File: config.mk
export PLATFORM = sky130hd
export DESIGN_NAME = inv_mixcolumn_seq
export DESIGN_NICKNAME = d
export VERILOG_FILES = /design/src/rtl/aes_pkg.sv /design/src/rtl/inv_mixcolumn_col.sv /design/src/rtl/inv_mixcolumn_seq.sv
export SDC_FILE = /design/constraint.sdc
export NUM_CORES = 1
export LEC_CHECK = 0
export BUFFER_PORTS_ARGS = -buffer_cell sky130_fd_sc_hd__buf_2
export CAP_MARGIN = 20
export CORE_ASPECT_RATIO = 0.6
export CORE_MARGIN = 4
export CORE_UTILIZATION = 40
export CTS_BUF_LIST = sky130_fd_sc_hd__clkbuf_4 sky130_fd_sc_hd__clkbuf_8
export CTS_CLUSTER_SIZE = 40
export DETAILED_ROUTE_END_ITERATION = 6
export GPL_TIMING_DRIVEN = 1
export PLACE_DENSITY_LB_ADDON = 0.25
export REMOVE_ABC_BUFFERS = 1
export SLEW_MARGIN = 20
export SYNTH_ARGS = -nofsm -noshare
export SYNTH_HDL_FRONTEND = slang
export SYNTH_SLANG_ARGS = --single-unit
File: constraint.sdc
create_clock -name clk -period 4.41 [get_ports clk]
set_clock_uncertainty 0.1 [all_clocks]
set_input_delay 0.441 -clock clk [delete_from_list [all_inputs] [get_ports clk]]
set_output_delay 0.441 -clock clk [all_outputs]
set_load 0.01 [all_outputs]
File: src/rtl/aes_pkg.sv
// Shared AES definitions: widths, GF(2^8) helpers, InvMixColumns coefficients
// and the sequential-unit FSM state type.
package aes_pkg;

  localparam int unsigned BYTE_W    = 8;
  localparam int unsigned COL_W     = 32;
  localparam int unsigned STATE_W   = 128;
  localparam int unsigned COL_IDX_W = 2;

  localparam logic [BYTE_W-1:0] INV_C_E = 8'h0e;
  localparam logic [BYTE_W-1:0] INV_C_B = 8'h0b;
  localparam logic [BYTE_W-1:0] INV_C_D = 8'h0d;
  localparam logic [BYTE_W-1:0] INV_C_9 = 8'h09;

  typedef enum logic [1:0] {
    IDLE = 2'd0,
    BUSY = 2'd1,
    DONE = 2'd2
  } state_e;

  // Multiply by x modulo x^8+x^4+x^3+x+1.
  function automatic logic [BYTE_W-1:0] xtime(input logic [BYTE_W-1:0] a);
    return {a[6:0], 1'b0} ^ (a[7] ? 8'h1b : 8'h00);
  endfunction

  // Constant multiply for the coefficients used by MixColumns and its inverse.
  function automatic logic [BYTE_W-1:0] gf_mul(input logic [BYTE_W-1:0] a,
                                               input logic [BYTE_W-1:0] c);
    logic [BYTE_W-1:0] x2;
    logic [BYTE_W-1:0] x4;
    logic [BYTE_W-1:0] x8;
    logic [BYTE_W-1:0] r;
    x2 = xtime(a);
    x4 = xtime(x2);
    x8 = xtime(x4);
    case (c)
      8'h02:   r = x2;
      8'h03:   r = x2 ^ a;
      8'h09:   r = x8 ^ a;
      8'h0b:   r = x8 ^ x2 ^ a;
      8'h0d:   r = x8 ^ x4 ^ a;
      8'h0e:   r = x8 ^ x4 ^ x2;
      default: r = '0;
    endcase
    return r;
  endfunction

endpackage

File: src/rtl/inv_mixcolumn_col.sv
// Combinational InvMixColumns on a single 32-bit column (top byte = row 0).
module inv_mixcolumn_col
  import aes_pkg::*;
(
  input  logic [COL_W-1:0] col_i,
  output logic [COL_W-1:0] col_o
);

  logic [BYTE_W-1:0] a0, a1, a2, a3;
  logic [BYTE_W-1:0] b0, b1, b2, b3;

  assign a0 = col_i[31:24];
  assign a1 = col_i[23:16];
  assign a2 = col_i[15:8];
  assign a3 = col_i[7:0];

  assign b0 = gf_mul(a0, INV_C_E) ^ gf_mul(a1, INV_C_B) ^ gf_mul(a2, INV_C_D) ^ gf_mul(a3, INV_C_9);
  assign b1 = gf_mul(a0, INV_C_9) ^ gf_mul(a1, INV_C_E) ^ gf_mul(a2, INV_C_B) ^ gf_mul(a3, INV_C_D);
  assign b2 = gf_mul(a0, INV_C_D) ^ gf_mul(a1, INV_C_9) ^ gf_mul(a2, INV_C_E) ^ gf_mul(a3, INV_C_B);
  assign b3 = gf_mul(a0, INV_C_B) ^ gf_mul(a1, INV_C_D) ^ gf_mul(a2, INV_C_9) ^ gf_mul(a3, INV_C_E);

  assign col_o = {b0, b1, b2, b3};

endmodule

File: src/rtl/inv_mixcolumn_seq.sv
// Sequential InvMixColumns: accepts a 128-bit state, transforms one column per
// clock through a shared column multiplier, then holds the result for output.
module inv_mixcolumn_seq
  import aes_pkg::*;
(
  input  logic               clk,
  input  logic               rst,
  input  logic               in_valid,
  output logic               in_ready,
  input  logic [STATE_W-1:0] in_data,
  output logic               out_valid,
  input  logic               out_ready,
  output logic [STATE_W-1:0] out_data
);

  localparam logic [COL_IDX_W-1:0] LAST_COL = COL_IDX_W'(3);

  state_e               state_q, state_d;
  logic [COL_IDX_W-1:0] col_q, col_d;
  logic [STATE_W-1:0]   data_q, data_d;
  logic                 in_ready_q;
  logic                 out_valid_q;
  logic [COL_W-1:0]     col_sel_c;
  logic [COL_W-1:0]     col_res_c;

  // Select the column currently being transformed.
  always_comb begin
    col_sel_c = data_q[127:96];
    case (col_q)
      2'd0: col_sel_c = data_q[127:96];
      2'd1: col_sel_c = data_q[95:64];
      2'd2: col_sel_c = data_q[63:32];
      2'd3: col_sel_c = data_q[31:0];
    endcase
  end

  inv_mixcolumn_col u_col (
    .col_i (col_sel_c),
    .col_o (col_res_c)
  );

  // Next-state, column counter and state-register update.
  always_comb begin
    state_d = state_q;
    col_d   = col_q;
    data_d  = data_q;
    case (state_q)
      IDLE: begin
        if (in_valid && in_ready_q) begin
          data_d  = in_data;
          col_d   = '0;
          state_d = BUSY;
        end
      end
      BUSY: begin
        case (col_q)
          2'd0: data_d[127:96] = col_res_c;
          2'd1: data_d[95:64]  = col_res_c;
          2'd2: data_d[63:32]  = col_res_c;
          2'd3: data_d[31:0]   = col_res_c;
        endcase
        col_d = col_q + COL_IDX_W'(1);
        if (col_q == LAST_COL) begin
          state_d = DONE;
        end
      end
      DONE: begin
        if (out_ready) begin
          state_d = IDLE;
        end
      end
      default: state_d = IDLE;
    endcase
  end

  // Handshake flags are registered copies of the next FSM state.
  always_ff @(posedge clk or posedge rst) begin
    if (rst) begin
      state_q     <= IDLE;
      col_q       <= '0;
      data_q      <= '0;
      in_ready_q  <= 1'b0;
      out_valid_q <= 1'b0;
    end else begin
      state_q     <= state_d;
      col_q       <= col_d;
      data_q      <= data_d;
      in_ready_q  <= (state_d == IDLE);
      out_valid_q <= (state_d == DONE);
    end
  end

  assign in_ready  = in_ready_q;
  assign out_valid = out_valid_q;
  assign out_data  = data_q;

endmodule

# Yosys cells after proc, flatten, opt, wreduce, memory -nomap -nowiden
# Index checks and enable logic that the tools add are counted.
totals:
  register_bits: 134
  input_bits: 132
  word_cells: 103
classes:
  addsub: 1
  eq_ne: 11
  n_mux: 25
  bitwise_logic: 48
  n_reduce_logical: 10
op_table:
  columns: ["op", "count"]
  rows:
  - ["$xor 8x8->8", 47]
  - ["$pmux 128 s2", 1]
  - ["$mux 128", 1]
  - ["$mux 32", 4]
  - ["$pmux 32 s4", 1]
  - ["$mux 5", 12]
  - ["$reduce_and 3->1", 4]
  - ["$eq 2x2->1 const B", 4]
  - ["$mux 2", 4]
  - ["$xor 8x5->8", 1]
  - ["$logic_not 2->1", 3]
  - ["$ne 2x1->1 const B", 3]
  - ["$pmux 2 s3", 1]
  - ["$eq 2x1->1 const B", 2]
  - ["$ne 2x2->1 const B", 2]
  - ["$pmux 2 s2", 1]
  - ["$add 2x1->2 const B", 1]
  - ["$reduce_and 2->1", 1]
  - ["$reduce_bool 2->1", 1]
  - ["$logic_and 1x1->1", 1]

# Logic depth before layout (Yosys ltp)
# Gate-level depths: netlist of the first run.
logic_depth:
  ltp_word: 15
  mapped_depth: 15
  ltp_nobuf: 10

# Cells and area by module
# Synthesis of the first run repeated with hierarchy kept, for this count alone.
unflattened:
  cells_unflattened: 910
  area_unflattened_um2: 9424.0
modules_own_cells:
  columns: ["mod", "instances", "cells_each", "area_each_um2"]
  rows:
  - ["inv_mixcolumn_seq", 1, 697, 7174.4]
  - ["inv_mixcolumn_col", 1, 213, 2249.7]

# Least setup slack after synthesis of the first run
# No wires, ideal clock.
synth_timing:
  kind: "register to register"
  startpoint: "register col_q[0]"
  endpoint: "register data_q[123] (netlist: out_data[123])"
  setup_ns: 0.124
  arrival_ns: 3.149
  required_ns: 4.186
  setup_slack_ns: 1.037
  path_stages_with_launch: 12
  path_buffers: 2
  path_cell_list: "dfrtp_1 ha_1 buf_6 buf_6 a222oi_1 xor2_1 a21oi_1 xnor3_1 xnor3_1 xor2_1 nor2_2 o21ai_1"
synth_between:
  elab_chain_len: 13
  elab_cells_between_ends: 41
synth_lines:
  columns: ["item", "line_no", "source"]
  rows:
  - ["start, declared", "inv_mixcolumn_seq.sv:19", "logic [COL_IDX_W-1:0] col_q, col_d;"]
  - ["start signal, assigned", "inv_mixcolumn_seq.sv:86", "col_q <= col_d;"]
  - ["$eq 2x2->1 (tied with other cells)", "inv_mixcolumn_seq.sv:29", "case (col_q)"]
  - ["$pmux 32 s4", "inv_mixcolumn_seq.sv:29", null]
  - ["$mux 5 / $xor 8x8->8 (equally long branches)", "aes_pkg.sv:23", "return {a[6:0], 1'b0} ^ (a[7] ? 8'h1b : 8'h00);"]
  - ["$xor 8x8->8", "aes_pkg.sv:23", null]
  - ["$xor 8x8->8 / $mux 5 (equally long branches)", "aes_pkg.sv:23", null]
  - ["$xor 8x8->8", "aes_pkg.sv:23", null]
  - ["$xor 8x8->8 (on tied branches) (2 in a row)", "aes_pkg.sv:42, aes_pkg.sv:40", null]
  - ["$xor 8x8->8 (3 in a row)", "inv_mixcolumn_col.sv:17", "assign b0 = gf_mul(a0, INV_C_E) ^ gf_mul(a1, INV_C_B) ^ gf_mul(a2, INV_C_D) ^ gf_mul(a3, INV_C_9);"]
  - ["$mux 32", "inv_mixcolumn_seq.sv:56", "case (col_q)"]
  - ["$pmux 128 s2", "inv_mixcolumn_seq.sv:47", "case (state_q)"]
  - ["end signal, assigned", "inv_mixcolumn_seq.sv:87", "data_q <= data_d;"]
  - ["end, declared", "inv_mixcolumn_seq.sv:20", "logic [STATE_W-1:0] data_q, data_d;"]
# Parallel ways exist; a longest one is shown, timed or not. The select of a mux whose other input is x is not followed.
# A chain may end at the register's enable or synchronous reset.

# Worst setup path after layout of the first run
layout_timing:
  startpoint: "register col_q[0]"
  endpoint: "register data_q[100] (netlist: out_data[100])"
layout_between:
  elab_chain_len: 13
  elab_cells_between_ends: 42
layout_lines:
  columns: ["item", "line_no", "source"]
  rows:
  - ["$eq 2x2->1 (tied with other cells)", "inv_mixcolumn_seq.sv:29", null]
  - ["$pmux 32 s4", "inv_mixcolumn_seq.sv:29", null]
  - ["$xor 8x8->8", "aes_pkg.sv:23", null]
  - ["$mux 5 / $xor 8x8->8 (equally long branches)", "aes_pkg.sv:23", null]
  - ["$xor 8x8->8 / $mux 5 (equally long branches)", "aes_pkg.sv:23", null]
  - ["$xor 8x8->8", "aes_pkg.sv:23", null]
  - ["$xor 8x8->8 (on tied branches) (2 in a row)", "aes_pkg.sv:40, aes_pkg.sv:41", null]
  - ["$xor 8x8->8 (3 in a row)", "inv_mixcolumn_col.sv:20", "assign b3 = gf_mul(a0, INV_C_B) ^ gf_mul(a1, INV_C_D) ^ gf_mul(a2, INV_C_9) ^ gf_mul(a3, INV_C_E);"]
  - ["$mux 32", "inv_mixcolumn_seq.sv:56", null]
  - ["$pmux 128 s2", "inv_mixcolumn_seq.sv:47", null]
# Parallel ways exist; a longest one is shown, timed or not. The select of a mux whose other input is x is not followed.

==> results.md, run 1 <==
- TritonCTS Buffers: 17
- Fin. max-slew vios: 0
- H-tree Lvls: 4
- Post-route setup TNS: 0 ns
- Syn Std Cell Area: 9730 um2
- WP buf/inv: 2
- Vias: 9333
- Die Ht: between 100 and 150 um
- Initial Util: 0.414
- Post-synth EDFFs: 0
- Drt drc: 2
- # nets final: between 1000 and 1500
- Clk pin slew, worst setup/hold paths: about 0.08 ns
- Syn Inst Count: 1114
- Overflow after GRT: 0
- Top cells by area, synth: dfrtp_1 34%, xnor2_1 14%, nand2_1 6.0%, nor2_1 5.9%, xor2_1 5.8%
- Crit path required time: roughly 4.6 ns
- Final Critical Period: around 4.0 ns
- Status: complete, but fails checks
- Slowest stage cell, crit path: a222oi_1
- Worst-Margin Slew: around 1.0 ns
- Final setup fails: 0
- Failing checks: design-rule violations
- Worst path max stage delay: ~0.52 ns
- Die Wd: 209 um
- RSZ-0062 raised after global routing: no
- Worst hold-check path type: in2reg
- Max-Cap Viols: 0
- Die area: 27000 um2
- Post-synthesis sequential area ratio: 0.344
- GRT Total Usage: 0.265
- IO Count: roughly 260
- CP Capture Type: register
- CTS tree: yes
- YS warnings: 0
- # diodes: 0
- Drt via density: between 5 and 6
- Count leader, synth: xnor2_1
- CTS resizes: 0
- CP cell instances: inv_1 > ha_1 > buf_4 > a222oi_1 > xor2_1 > o22ai_1 > o32ai_4 > xnor2_2 > xnor3_1 > nor2_1 > o22ai_1
- Layout area overhead: 23.1%
- Post-synth top cells: 161 x xnor2_1, 155 x nand2_1, 154 x nor2_1
- Placer Congestion: 1.05
- DRT iter0 DRCs: around 950
- Core ar.: 23500 um2
- Antenna-violating nets left: 0
- DRT Pass-1 Iters: 7
- Top_reg_cell synth: dfrtp_1
- Pin count of the biggest net entering global routing: 76
- Root Buffer: clkbuf_8
- Final WL: roughly 37 mm
- CP arrival: 4.23 ns
- Synth Register Bits: 134
- Relative max-transition margin: 0.314
- First-pass GRT wire length: around 55 mm
- Kind of critical path: reg2reg
- Routed wire per std cell: between 20 and 25 um
- Async SR Flop Fraction: 1.00
- Clk Latency, worst-skew pair: roughly 0.47 ns
- Crit path top cell by count: o22ai_1
- Max FO, Critical Path: 8
- Port Buffer Count: between 200 and 300
- CTS max path bufs: 2
- Hold Violations, Final: 0
- CTS Sinks: approximately 130
- Fin crit share: 0.912
- Vias in the first global route: slightly below 9000
- Row cnt: 43
- Synth top area share: 0.344
- CP Launch Type: register
- Antenna violations before repair: 0
- Area leader, netlist: dfrtp_1
- Synth Area per Inst: 8.74 um2
- Yosys cell types: 42
- Finished Core Util: 0.510
- Achievable Freq: ~250 MHz
- DPL Wire Length: between 20 and 30 mm
- Hold Slack: around 0.12 ns
- Ratio of cells with drive above 1 in the final layout: 0.271
- CP delay by family, top: compound AO/OA/AOI/OAI gates
## cells by family (layout without fill, tap and decap cells)
logic type / count (synthesis) / after routing / share of synthesized area
AO/OA/AOI/OAI: 272 / 272 / 0.185
flip-flops: 134 / 134 / 0.344
AND/OR/NAND/NOR: 331 / 331 / 0.135
multiplexers: 16 / 16 / 0.0165
XOR/XNOR: 255 / 255 / 0.270
buffers and inverters: 102 / 362 / 0.0445
adder cells (fa/ha/maj): 4 / 4 / 0.00514
## per-layer routing
layer,vias to the layer above,global-route usage,routed length (um)
met2,476,0.370,14700
met3,29,0.0629,3620
met5,-,0,0
met4,0,0.0472,363
met1,4512,0.419,17900
li1,4316,-,-
## state kept, by name, indices dropped and copies added, names as in the netlist
signal,cells
col_q,2
out_valid,1
in_ready,1
out_data,128
state_q,2
## through the flow
step / area [um2] / instances / setup WS [ns]
floorplan: 9340 / 1022 / -0.701
global placement: 11500 / 1656 / 0.547
detailed placement: 11500 / 1656 / 0.459
CTS: 12000 / 1689 / 0.444
global route: 12000 / 1689 / 0.197
finish: 12000 / 1689 / 0.386
## placed cells by master, fill, tap and decap left out, types with 24 or more instances in the layout
cell	n
buf_2	261
a31oi_1	48
xnor2_1	161
buf_4	56
nor2_1	154
o21ai_0	50
xnor3_1	24
a21oi_1	57
nand2_1	155
xor2_1	64
o31ai_1	49
a222oi_1	32
dfrtp_1	134
## worst register-to-register path, cell delays in order (launching register included)
cell	delay [ns]
dfrtp_1	0.42
inv_1	0.09
ha_1	0.33
buf_4	0.22
a222oi_1	0.52
xor2_1	0.49
o22ai_1	0.22
o32ai_4	0.43
xnor2_2	0.22
xnor3_1	0.45
nor2_1	0.26
o22ai_1	0.14
## final timing paths
check | from | end | slack (ns) | cells past startpoint
setup reg to reg | col_q[0] | out_data[100] | 0.39 | 11
max in group asynchronous | rst | out_data[118] | 2.66 | 4
hold / removal | in_data[5] | out_data[5] | 0.12 | 3
hold reg to reg | out_data[48] | out_data[48] | 0.42 | 2
setup / recovery | col_q[0] | out_data[100] | 0.39 | 11
min in group asynchronous | rst | state_q[0] | 0.55 | 3
## area by class of cell
cell class	instances	area, um2
Fill cell	2298	11500
Clock inverter	10	145
Inverter	10	42.5
Tap cell	315	394
Multi-Input combinational cell	878	5980
Clock buffer	22	290
Timing Repair Buffer	320	1780
Sequential cell	134	3350
## timing repair
| item | CTS | global route |
|---|---|---|
| buffers inserted | 0 | 0 |
| hold buffers | 1 | 0 |
| hold endpoints to repair | 4 | 0 |
Power of run 1 is left out: the tool's default activity adds up to more than one toggle a clock period on the data nets, which glitch-free logic cannot reach.
==> inputs of run 2 (changes only) <==
ABC_AREA = 1   (was not set)
SYNTH_HIERARCHICAL = 1   (was not set)
==> run 2 against run 1 <==
The run now ends clean. Via count rose by 33%. Non-clock buffer count shrank 33. Global-route usage is 1.9 points higher. Count of clock-buffer cells in the layout decreased by 2. Die area grew 13%. Fmax fell by 1.7%. Routed wire length rose by 20%. Register-to-register slack lost 0.07 ns. Setup slack worse by 0.068 ns. Critical path type unchanged. Critical endpoint is now out_data[35]. Largest cell class unchanged.
==> results.md, run 2 <==
- Syn Std Cell Area: 11100 um2 (was 9730 um2)
- Worst-Margin Slew: 0.988 ns (was 1.03 ns)
- Pin count of the biggest net entering global routing: 70 (was 76)
- Initial Util: 0.413 (was 0.414)
- Drt drc: 0 (was 2)
- GRT Total Usage: 0.285 (was 0.265)
- Worst Hold Endpoint: out_valid (was out_data[5])
- CP Launch Type: register (unchanged)
- CTS tree: yes (unchanged)
- CTS Sinks: 134 (unchanged)
- Fin. max-slew vios: 0 (unchanged)
- Post-synthesis sequential area ratio: 0.303 (was 0.344)
- CP arrival: 4.40 ns (was 4.23 ns)
- Final Critical Period: 4.09 ns (was 4.02 ns)
- Reg-to-reg critical path startpoint: col_q[1] (was col_q[0])
- Core ar.: 26800 um2 (was 23500 um2)
- Die Wd: 223 um (was 209 um)
- Area leader, netlist: nand2_1 (was dfrtp_1)
- FF/Latch Area: 3350 um2 (unchanged)
- DPL Wire Length: 33.0 mm (was 28.4 mm)
- Synth Register Bits: 134 (unchanged)
- Fin crit share: 0.928 (was 0.912)
- Final WL: 43.9 mm (was 36.6 mm)
- Async SR Flop Fraction: 1.00 (unchanged)
- TritonCTS Buffers: 17 (unchanged)
- Hold Violations, Final: 0 (unchanged)
- Achievable Freq: 244 MHz (was 249 MHz)
- Overflow after GRT: 0 (unchanged)
- Pre-CTS setup slack: 0.524 ns (was 0.459 ns)
- Final setup fails: 0 (unchanged)
- Status: finished clean (was complete, but fails checks)
- Synth Area per Inst: 6.15 um2 (was 8.74 um2)
- Port Buffer Count: 261 (unchanged)
- DRT iter0 DRCs: 1473 (was 954)
- R2R Path End: out_data[35] (was out_data[100])
- Placer Congestion: 1.04 (was 1.05)
- Routed wire per std cell: 18.4 um (was 21.7 um)
- H-tree Lvls: 4 (unchanged)
- # Post-CTS Setup Buffers: 0 (unchanged)
- Crit path required time: 4.72 ns (was 4.62 ns)
- Yosys cell types: 28 (was 42)
- RSZ-0062 raised after global routing: no (unchanged)
- Count leader, synth: nand2_1 (was xnor2_1)
- Flop2flop setup slack: 0.32 ns (was 0.39 ns)
- Vias in the first global route: 11300 (was 8873)
- Worst hold-check path type: in2reg (unchanged)
- Antenna-violating nets left: 0 (unchanged)
- Clk Latency, worst-skew pair: 0.48 ns (was 0.47 ns)
- Max FO, Critical Path: 21 (was 8)
- Hold Slack: 0.0870 ns (was 0.119 ns)
- Relative max-transition margin: 0.339 (was 0.314)
- DRT Pass-1 Iters: 7 (unchanged)
- CP Capture Type: register (unchanged)
- Layout area overhead: 18.3% (was 23.1%)
- Die area: 30500 um2 (was 27000 um2)
- Cell depth of the worst flop-to-flop path: 21 (was 11)
- Post-synth top cells: 1016 x nand2_1, 262 x nand3_1, 134 x dfrtp_1 (was 161 x xnor2_1, 155 x nand2_1, 154 x nor2_1)
- Number of fillers in the final layout: 2829 (was 2298)
- Vias: 12400 (was 9333)
- Syn Inst Count: 1803 (was 1114)
- Root Buffer: clkbuf_8 (unchanged)
- Kind of critical path: reg2reg (unchanged)
- Synth top area share: 0.344 (about the same)
- Drt via density: 5.19 (was 5.53)
- Post-route setup TNS: 0 ns (unchanged)
- # diodes: 0 (unchanged)
- Ratio of cells with drive above 1 in the final layout: 0.179 (was 0.271)
- Most frequent cells in the layout: 1014 x nand2_1, 261 x buf_2, 260 x nand3_1, 134 x dfrtp_1, 100 x xor2_1 (was 261 x buf_2, 161 x xnor2_1, 155 x nand2_1, 154 x nor2_1, 134 x dfrtp_1)
- Max-Cap Viols: 0 (unchanged)
- Post-synth EDFFs: 0 (unchanged)
- Setup ws final: 0.318 ns (was 0.386 ns)
- YS warnings: 6 (was 0)
- Antenna violations before repair: 0 (unchanged)
- IO Count: 262 (unchanged)
- # nets final: 2151 (was 1497)
- Max FFs per register: 128 (unchanged)
- Clk pin slew, worst setup/hold paths: 0.08 ns (about the same)
- First-pass GRT wire length: 67.3 mm (was 54.7 mm)
- Commonest non-fill, non-tap cell in the layout: nand2_1 (was buf_2)
- Multi-input gate area: 6930 um2 (was 5980 um2)
- Hold path cells: 2 (was 3)
- Top cells by area, synth: nand2_1 34%, dfrtp_1 30%, nand3_1 12%, xor2_1 7.9%, xnor2_1 4.0% (was dfrtp_1 34%, xnor2_1 14%, nand2_1 6.0%, nor2_1 5.9%, xor2_1 5.8%)
- HP Start: out_ready (was in_data[5])
- Top_reg_cell synth: dfrtp_1 (unchanged)
- Row cnt: 46 (was 43)
- Die Ht: 137 um (was 129 um)
- CTS max path bufs: 2 (unchanged)
-- run 2: repair_timing --
action / CTS / global route
hold endpoints to repair: 65 / 0
gates resized for setup: 0 / 0
hold buffers: 1 / 0
-- run 2: cell families after synthesis --
family,Yosys count,share of synthesized area
xor gates and xnor gates,157,0.128
and+or+nand+nor,1318,0.485
buffers and inverters,184,0.0755
DFF,134,0.303
adders and majority gates,5,0.00564
AOI/OAI and AO/OA,5,0.00327
-- run 2: metal layers --
metal  track usage  routed length [um]  vias up  share of wire
li1              -                   -     5970              -
met4        0.0582                 565        0          0.013
met2         0.397               17400      656           0.40
met5             0                   0        -              0
met1         0.435               21000     5721           0.48
met3        0.0797                4900       43           0.11
-- run 2: metrics by stage --
stage          std cells  cell area (um2)  utilization
2_1_floorplan       1708            10600            -
3_5_place_dp        2354            12600        0.470
6_report            2386            13100        0.489
5_1_grt             2386            13100        0.489
3_3_place_gp        2354            12600        0.470
4_1_cts             2386            13100        0.489
-- run 2: worst max-delay path: stages, from the launching register on --
cell      delay (ns)
dfrtp_1         0.43
ha_2            0.62
buf_4           0.37
nand2_1         0.08
nand3_1         0.09
nand2_1         0.05
nand2_1         0.39
inv_2           0.19
nand2_1         0.12
nand2_1         0.06
nand2_1         0.07
nand2_1         0.11
nand3_1         0.14
nand2_1         0.16
nand2_1         0.10
nand2_1         0.07
nand3b_1        0.15
nand2_1         0.08
nand3_1         0.31
nand2_1         0.18
nand2_1         0.06
nand2_1         0.09
-- run 2: layout make-up --
type,count,area share
Clock inverter,11,0.0169
Sequential cell,134,0.256
Inverter,89,0.0261
Multi-Input combinational cell,1485,0.528
Tap cell,360,0.0344
Timing Repair Buffer,287,0.118
Clock buffer,20,0.0210
-- run 2: worst max-delay path by stage --
stage	from	to	slack, ns	cells after the start
global route	col_q[1]	out_data[35]	0.11	21
floorplan	rst	col_q[0]	0.29	1
global placement	col_q[1]	out_data[19]	0.57	19
detailed placement	col_q[1]	out_data[35]	0.52	21
CTS	col_q[1]	out_data[25]	0.49	21
finish	col_q[1]	out_data[35]	0.32	21
Power of run 2 is left out for the same reason.
